==> config.mk <==
export PLATFORM = sky130hd
export DESIGN_NAME = m_ghost_engine
export DESIGN_NICKNAME = d
export VERILOG_FILES = /design/src/rtl/m_game_pkg.sv /design/src/rtl/m_ghost_step.sv /design/src/rtl/m_ghost_engine.sv
export SDC_FILE = /design/constraint.sdc
export NUM_CORES = 1
export LEC_CHECK = 0
export BUFFER_PORTS_ARGS = -buffer_cell sky130_fd_sc_hd__buf_2
export CAP_MARGIN = 20
export CORE_UTILIZATION = 40
export CTS_CLUSTER_SIZE = 20
export DETAILED_ROUTE_END_ITERATION = 8
export PLACE_DENSITY = 0.63
export SLEW_MARGIN = 20
export SYNTH_ARGS = -nofsm -noshare
export SYNTH_HDL_FRONTEND = slang
export SYNTH_SLANG_ARGS = --single-unit
==> constraint.sdc <==
create_clock -name clock -period 3.24 [get_ports clock]
set_input_delay 0.324 -clock clock [delete_from_list [all_inputs] [get_ports clock]]
set_output_delay 0.324 -clock clock [all_outputs]
set_load 0.005 [all_outputs]
==> src/rtl/m_game_pkg.sv <==
// Shared game-logic types: coordinate widths, path ROM field bounds
// and the ghost engine state encoding.
package m_game_pkg;

    localparam int X_W  = 5;
    localparam int Y_W  = 4;

    localparam int X_HI = 10;
    localparam int X_LO = 6;
    localparam int Y_HI = 5;
    localparam int Y_LO = 2;

    typedef enum logic [2:0] {
        IDLE,
        ADVANCE,
        WAIT,
        STORE,
        CHECK,
        DONE
    } eng_state_t;

endpackage

==> src/rtl/m_ghost_step.sv <==
// Combinational next-step function for one ghost path counter.
// Bouncing (ping-pong) paths are built when GHOST_PINGPONG_EN is defined.
module m_ghost_step #(
    parameter int STEPW = 7
) (
    input  logic [STEPW-1:0] step,
    input  logic [STEPW-1:0] last,
`ifdef GHOST_PINGPONG_EN
    input  logic             dir,
    output logic             next_dir,
`endif
    output logic [STEPW-1:0] next_step
);

    localparam logic [STEPW-1:0] ONE = STEPW'(1);

`ifdef GHOST_PINGPONG_EN
    // dir 0 walks forward, dir 1 walks back toward step 0
    always_comb begin
        next_step = step;
        next_dir  = dir;
        if (last == '0) begin
            next_step = '0;
            next_dir  = 1'b0;
        end else if (!dir) begin
            if (step == last) begin
                next_step = last - ONE;
                next_dir  = 1'b1;
            end else begin
                next_step = step + ONE;
            end
        end else begin
            if (step == '0) begin
                next_step = ONE;
                next_dir  = 1'b0;
            end else begin
                next_step = step - ONE;
            end
        end
    end
`else
    assign next_step = (step == last) ? '0 : step + ONE;
`endif

endmodule

==> src/rtl/m_ghost_engine.sv <==
// Sequential ghost update over a shared path ROM, then a parallel
// player collision check. GHOST_PINGPONG_EN selects bouncing paths.
module m_ghost_engine
    import m_game_pkg::*;
#(
    parameter int                          NUM_GHOSTS = 3,
    parameter int                          STEPW      = 7,
    parameter logic [NUM_GHOSTS*STEPW-1:0] PATH_LAST  = {7'd50, 7'd78, 7'd63},
    parameter int                          IDXW       =
        (NUM_GHOSTS > 1) ? $clog2(NUM_GHOSTS) : 1
) (
    input  logic                        clock,
    input  logic                        resetn,
    input  logic                        enable,
    output logic                        finished,
    input  logic [X_W-1:0]              player_x,
    input  logic [Y_W-1:0]              player_y,
    output logic [IDXW+STEPW-1:0]       path_addr,
    input  logic [10:0]                 path_q,
    output logic [X_W*NUM_GHOSTS-1:0]   ghost_x,
    output logic [Y_W*NUM_GHOSTS-1:0]   ghost_y,
    output logic                        ghost_collision,
    output logic [IDXW-1:0]             hit_index
);

    localparam logic [IDXW-1:0] G_LAST = IDXW'(NUM_GHOSTS - 1);
    localparam logic [IDXW-1:0] G_ONE  = IDXW'(1);

    eng_state_t                  state;
    eng_state_t                  state_nx;
    logic [IDXW-1:0]             g;
    logic [NUM_GHOSTS*STEPW-1:0] steps;
    logic [STEPW-1:0]            cur_step;
    logic [STEPW-1:0]            cur_last;
    logic [STEPW-1:0]            nx_step;
    logic                        hit_any;
    logic [IDXW-1:0]             hit_idx;
    logic                        unused_q;

    assign unused_q = ^path_q[1:0];
    assign cur_step = steps[g*STEPW +: STEPW];
    assign cur_last = PATH_LAST[g*STEPW +: STEPW];

`ifdef GHOST_PINGPONG_EN
    logic [NUM_GHOSTS-1:0] dirs;
    logic                  nx_dir;

    m_ghost_step #(
        .STEPW     (STEPW)
    ) u_step (
        .step      (cur_step),
        .last      (cur_last),
        .dir       (dirs[g]),
        .next_dir  (nx_dir),
        .next_step (nx_step)
    );
`else
    m_ghost_step #(
        .STEPW     (STEPW)
    ) u_step (
        .step      (cur_step),
        .last      (cur_last),
        .next_step (nx_step)
    );
`endif

    // Descending scan so the lowest matching ghost wins
    always_comb begin
        hit_any = 1'b0;
        hit_idx = '0;
        for (int i = NUM_GHOSTS - 1; i >= 0; i--) begin
            if (ghost_x[i*X_W +: X_W] == player_x &&
                ghost_y[i*Y_W +: Y_W] == player_y) begin
                hit_any = 1'b1;
                hit_idx = IDXW'(i);
            end
        end
    end

    always_ff @(posedge clock or negedge resetn) begin
        if (!resetn) begin
            state <= IDLE;
        end else begin
            state <= state_nx;
        end
    end

    always_comb begin
        state_nx = state;
        unique case (state)
            IDLE:    if (enable) state_nx = ADVANCE;
            ADVANCE: state_nx = WAIT;
            WAIT:    state_nx = STORE;
            STORE:   state_nx = (g == G_LAST) ? CHECK : ADVANCE;
            CHECK:   state_nx = DONE;
            DONE:    state_nx = IDLE;
            default: state_nx = IDLE;
        endcase
    end

    // finished is registered off DONE, so it is seen one cycle later
    always_ff @(posedge clock or negedge resetn) begin
        if (!resetn) begin
            g               <= '0;
            steps           <= '0;
            path_addr       <= '0;
            ghost_x         <= '0;
            ghost_y         <= '0;
            ghost_collision <= 1'b0;
            hit_index       <= '0;
            finished        <= 1'b0;
`ifdef GHOST_PINGPONG_EN
            dirs            <= '0;
`endif
        end else begin
            finished <= (state == DONE);
            unique case (state)
                IDLE: begin
                    if (enable) g <= '0;
                end
                ADVANCE: begin
                    steps[g*STEPW +: STEPW] <= nx_step;
                    path_addr               <= {g, nx_step};
`ifdef GHOST_PINGPONG_EN
                    dirs[g]                 <= nx_dir;
`endif
                end
                STORE: begin
                    ghost_x[g*X_W +: X_W] <= path_q[X_HI:X_LO];
                    ghost_y[g*Y_W +: Y_W] <= path_q[Y_HI:Y_LO];
                    if (g != G_LAST) g <= g + G_ONE;
                end
                CHECK: begin
                    ghost_collision <= hit_any;
                    hit_index       <= hit_idx;
                end
                default: ;
            endcase
        end
    end

endmodule

==> results.ini, run 1 <==
[critical_path]
cp_max_fo = 18
end_kind = register
r2r_cells = 7
cp-endpoint = steps[5]
worstPathRequired_ps = 3450
r2r-start = g[1]
arrival_ps = 2680
critical_path_class = register to register
crit_path_start_kind = register
reg2reg_to = steps[5]
critPathLaunch = g[1]
reg2reg_slack_ps = 770

[synthesis]
syn_area_um2 = 3520
synth-xor-area-share_pct = 8.22
async_reset_ff_share_pct = 100
synth_area_leaders = dfrtp_1 47%, nand2_1 9.1%, o21ai_0 4.8%
synth_commonest_cells = 85 x nand2_1, 66 x dfrtp_1, 34 x o21ai_0, 19 x xor2_1, 18 x o31ai_1
synth_cells = 371
syn_nets = 401
synth_top_area_share_pct = 47.0
yosys.area.top_type = dfrtp_1
synth_seq_cells = 66
synth-simple-area-share_pct = 20.4
yosysMostFrequentCell = nand2_1
synth_warnings = 0
synth-main-ff-cell = dfrtp_1
synth_adder_area_share_pct = 2.49
ys_types = 54
synth-edff-count = 0
syn_area_per_cell_um2 = 9.48
synth_top_family_by_area = simple AND/OR/NAND/NOR gates
synth_compound_area_share_pct = 16.7
yosys-mux-area-fraction_pct = 2.46
ys_seq_area_share_pct = 47.0

[cells_and_area]
diodes = 0
syn_to_final_growth_pct = 19.4
nFillCells = 793
fin_nets = 460
drive_gt1_share_pct = 21.6
design_area_um2 = 4200

[sta]
finalClockSkew_ps = 7.75
rsz0062_at_grt = no
setup_viol_count_final = 0
drv_slew = 0
hold_viol_final = 0
fin_setup_tns_ps = 0
max_freq_ghz = 0.405
worst_pin_slew_ps = 774
finalCriticalPeriod_ps = 2470
timing.slew.headroom_pct = 48.3
period_share_pct = 76.2

[drt]
via_count = 2895
drt-total-wl_um = 8510
dr.pass1.iters = 5
drcViolationCount = 0
ant_nets = 0
drt_iter0_drc = 165
via_per_inst = 5.36
wl_per_cell_um = 15.8

[pwr]
p_int_mw = 2.29
switching_power_mw = 1.44
combPwrFrac_pct = 39.8
power_frac_clock_pct = 26.1
p_per_area_nw_per_um2 = 889
switching_share_pct = 38.6
p_leak_nw = 1.94
seq_power_share_pct = 34.1
max-vdd-ir-drop_mv = 0.428

[grt]
grt_pass1_vias = 2680
antenna_found_initial = 0
grt_usage_pct = 20.4
grt_first_pass_wirelength_um = 13900
grt_max_degree = 30
grt_overflow = 0

[clock_tree]
cts.hold.buffers_added = 1
cts.clk_slew.worst_paths_ps = 70
cts_sinks = 66
clock_latency_ps = 340
cts_resized = 0
htreeDepth = 3
clockBufferDepth = 2
cts_made_buffers = 9
clockRootBuffer = clkbuf_8
cts_tree = built
post_cts_buffers = 0

[placed_design]
io_buffer_count = 60
dpl.hpwl_um = 6380
placed_cell_area_um2 = 3900
place_congestion = 0.865

[worst_hold_path]
hp-class = input pin to register

[die]
die_height_um = 95.8
core-area_um2 = 8340
start_util_pct = 42.2
ios = 63
die_x_um = 95.8
fp.dieArea_um2 = 9170
fp-row-count = 33

[run]
drv_cap = 0

[outcome]
status = completed

-- flip-flops by register name, indices dropped and copies added, names as in the netlist --
name and count:
finished 1, path_addr 9, hit_index 2, steps 21
g 2, ghost_y 12, state 3, ghost_x 15
ghost_collision 1
-- placed cells by master (no fill, tap or decap), types with 3 or more instances in the layout --
master and instances:
nand2_1 85, dfrtp_1 66, buf_2 60, o21ai_0 34, xor2_1 19, o31ai_1 18, xnor2_1 14, nor2_1 12
clkbuf_8 12, nand3_1 11, a22o_1 9, nor3b_1 7, ha_1 7, mux2i_1 6, nand4_1 6, buf_4 6
nor3_1 5, nand2b_1 4, nor2b_1 4, bufinv_16 4, nand3b_1 3, inv_1 3, nor4_1 3
-- cells by family (layout without fill, tap and decap cells) --
group / Yosys count / after routing
AOI/OAI and AO/OA: 83 / 83
xor gates and xnor gates: 33 / 33
adders and majority gates: 7 / 7
buffers and inverters: 22 / 86
DFF: 66 / 66
muxes: 8 / 8
and+or+nand+nor: 152 / 152
-- routing by layer --
metal,part of all wire [%],track usage [%]
met2,45,28.6
met3,5.1,3.24
met4,1.0,7.21
met1,49,31.4
met5,0,0
-- stage by stage --
stage	setup slack (ps)	power [mW]	utilization [%]	std cells	hold slack [ps]
global placement	845	2.73	46.8	523	259
global route	594	3.99	50.3	540	230
finish	772	3.73	50.3	540	237
CTS	775	3.75	50.3	540	228
floorplan	882	2.28	-	371	28.4
detailed placement	772	2.77	46.8	523	255
-- area by class of cell --
class	instances	area, um2	area share (%)
multi-input cells	283	1760	42.0
flip-flops and latches	66	1650	39.3
repair buffers	67	355	8.46
clock buffers	12	165	3.93
well taps	105	131	3.13
clock inverters	4	120	2.86
inverters	3	11.3	0.268
-- how the worst min path moves through the flow --
stage                         start          end  slack, ps  depth (start not counted)
after detailed placement     resetn     steps[3]        260                          1
after global routing      path_q[4]  ghost_y[10]        230                          2
after floorplan              resetn     finished         30                          0
final                     path_q[2]   ghost_y[4]        240                          2
after global placement       resetn     steps[3]        260                          1
after CTS                 path_q[2]   ghost_y[4]        230                          2
-- critical path: stages, from the launching register on --
cell and delay (ps):
dfrtp_1 440, buf_4 270, mux2_4 340, or3_1 320
a211oi_2 350, o211ai_1 160, a32oi_2 330, o41ai_1 130
-- power by group through the flow --
stage	Combinational, mW	Sequential, mW	Clock (mW)
6_report	1.49	1.27	0.975
5_1_grt	1.67	1.30	1.02
4_1_cts	1.49	1.27	0.982
3_5_place_dp	1.48	1.29	0
3_3_place_gp	1.46	1.28	0
2_1_floorplan	1.04	1.23	0
Note: power is estimated with default switching activity, not from simulation.
==> inputs of run 2 (changes only) <==
--- a/config.mk
+++ b/config.mk
@@ -10,7 +10,7 @@
 export CORE_UTILIZATION = 40
 export CTS_CLUSTER_SIZE = 20
 export DETAILED_ROUTE_END_ITERATION = 8
-export PLACE_DENSITY = 0.63
+export PLACE_DENSITY = 0.66
 export SLEW_MARGIN = 20
 export SYNTH_ARGS = -nofsm -noshare
 export SYNTH_HDL_FRONTEND = slang
==> constraint.sdc (replaced) <==
create_clock -name clock -period 2.1 [get_ports clock]
set_input_delay 0.21 -clock clock [delete_from_list [all_inputs] [get_ports clock]]
set_output_delay 0.21 -clock clock [all_outputs]
set_load 0.005 [all_outputs]
==> run 2 against run 1 <==
The run now ends with negative setup slack left; non-clock buffer count is 38 higher; global-route usage up 1.4 points; count of clock-buffer cells in the layout fell by 1; setup slack got worse by 780 ps; wire length up 7.7%; utilization increased by 7.1 points; clock power increased by 21%; design area rose by 14%; sequential power rose by 57%; final cell count increased by 7.0%; critical path depth stayed put; worst hold slack got worse by 110 ps; critical path type unchanged.
==> results.ini, run 2 (same netlist as run 1, synthesis figures left out) <==
[pwr]
max-vdd-ir-drop_mv = 0.605
p_leak_nw = 2.16
p_per_area_nw_per_um2 = 1350
finalPower_mw = 6.48

[sta]
setup_viol_count_final = 4
drv_slew = 0
timing.slew.headroom_pct = 59.4
max_freq_ghz = 0.474
setup_ws_ps = -9.30
rsz0062_at_grt = yes
finalClockSkew_ps = 12.5
fin_setup_tns_ps = -18.8
worst_pin_slew_ps = 604
finalCriticalPeriod_ps = 2110
period_share_pct = 100
hold_viol_final = 0

[drt]
via_count = 3052
drt_iter0_drc = 186
wl_per_cell_um = 15.9
drt-total-wl_um = 9170
via_per_inst = 5.28
ant_nets = 0
dr.pass1.iters = 4
drcViolationCount = 0

[cells_and_area]
multiInputGateArea_um2 = 2110
final_cell_mix = 83 x nand2_1, 64 x dfrtp_1, 60 x buf_2
layout_commonest_cell = nand2_1
drive_gt1_share_pct = 37.2
utilization_pct = 57.5
largest_register_ffs = 21
top_register = steps
nFillCells = 743
syn_to_final_growth_pct = 36.4
fin_nets = 498
stdcell_count = 578
largestRegisters = steps x21, ghost_x x15, ghost_y x12
regArea_um2 = 1650
diodes = 0

[critical_path]
reg2reg_to = path_addr[5]
critPathLaunch = g[0]
reg2reg_slack_ps = -9
crit_path_start_kind = register
critical_path_class = register to register
cp_max_fo = 5
end_kind = register
crit_slowest_cell = dfrtp_2
r2r_cells = 7
crit_chain = buf_6, ha_4, or3_4, a211oi_4, o211ai_1, a32oi_2, o21ai_1
cp-endpoint = path_addr[5]
slowest_delay_ps = 450
r2r-start = g[0]
worstPathRequired_ps = 2320
arrival_ps = 2330

[die]
die_x_um = 95.8
fp-row-count = 33
ios = 63
die_height_um = 95.8
start_util_pct = 42.2
core-area_um2 = 8340
fp.dieArea_um2 = 9170

[outcome]
violations = negative setup slack
status = complete, but fails checks

[clock_tree]
clockRootBuffer = clkbuf_8
cts.clk_slew.worst_paths_ps = 80
cts_tree = built
cts_made_buffers = 9
htreeDepth = 3
cts_sinks = 66
clock_latency_ps = 340
clockBufferDepth = 2

[run]
drv_cap = 0

[grt]
grt_pass1_vias = 3073
grt_overflow = 0
grt_usage_pct = 21.8
grt_max_degree = 26
antenna_found_initial = 0
grt_first_pass_wirelength_um = 15000

[placed_design]
dp.cells = 551
place_ws_ps = -98.4
place_congestion = 0.841
io_buffer_count = 60
dpl.hpwl_um = 6550

[worst_hold_path]
hp-class = input pin to register

==> run 2: worst max-delay path: cells and delay by family, from the launching register on <==
| kind | cells | cell delay, ps |
|---|---|---|
| compound gates | 4 | 850 |
| flops | 1 | 450 |
| simple gates | 1 | 390 |
| fa+ha+maj | 1 | 170 |
| buf+inv | 1 | 130 |
==> run 2: final cells by class <==
class	instances	share of cell area [%]
Sequential cell	66	34.5
Inverter	3	0.313
Clock inverter	5	1.62
Timing Repair Buffer	105	13.9
Multi-Input combinational cell	283	43.9
Clock buffer	11	2.95
Tap cell	105	2.74
==> run 2: layer usage <==
layer	track usage, %	wire length, um	part of all wire, %	vias to the layer above
met5	0	0	0	-
met4	7.34	170	1.9	0
met3	5.13	329	3.6	14
met2	35.8	4460	49	71
met1	28.3	4210	46	1470
li1	-	-	-	1497
==> run 2: timing repair <==
| action | CTS | global route |
|---|---|---|
| buffers inserted | 2 | 8 |
| hold endpoints to repair | 23 | 0 |
| resized for setup | 20 | 44 |
| hold buffers | 1 | 0 |
| pin swaps | 13 | 17 |
| setup endpoints to repair | 24 | 28 |
==> run 2: how the worst min path moves through the flow <==
stage	start	to	slack [ps]	depth (start not counted)
floorplan	resetn	finished	-90	0
global placement	resetn	state[1]	220	1
detailed placement	resetn	state[1]	230	1
CTS	path_q[6]	ghost_x[5]	110	3
global route	path_q[3]	ghost_y[9]	130	2
finish	path_q[10]	ghost_x[9]	120	3
==> run 2: through the flow <==
step                hold WS [ps]  area (um2)
finish                       123        4790
global route                 126        4790
detailed placement           231        4180
global placement             223        4180
CTS                          106        4490
floorplan                  -85.6        3610
==> run 2: where the power goes <==
group	internal [mW]	total [mW]	switching [mW]
sequential	1.64	1.99	0.355
clock	0.697	1.18	0.486
combinational	1.49	3.30	1.81
total	3.83	6.48	2.65
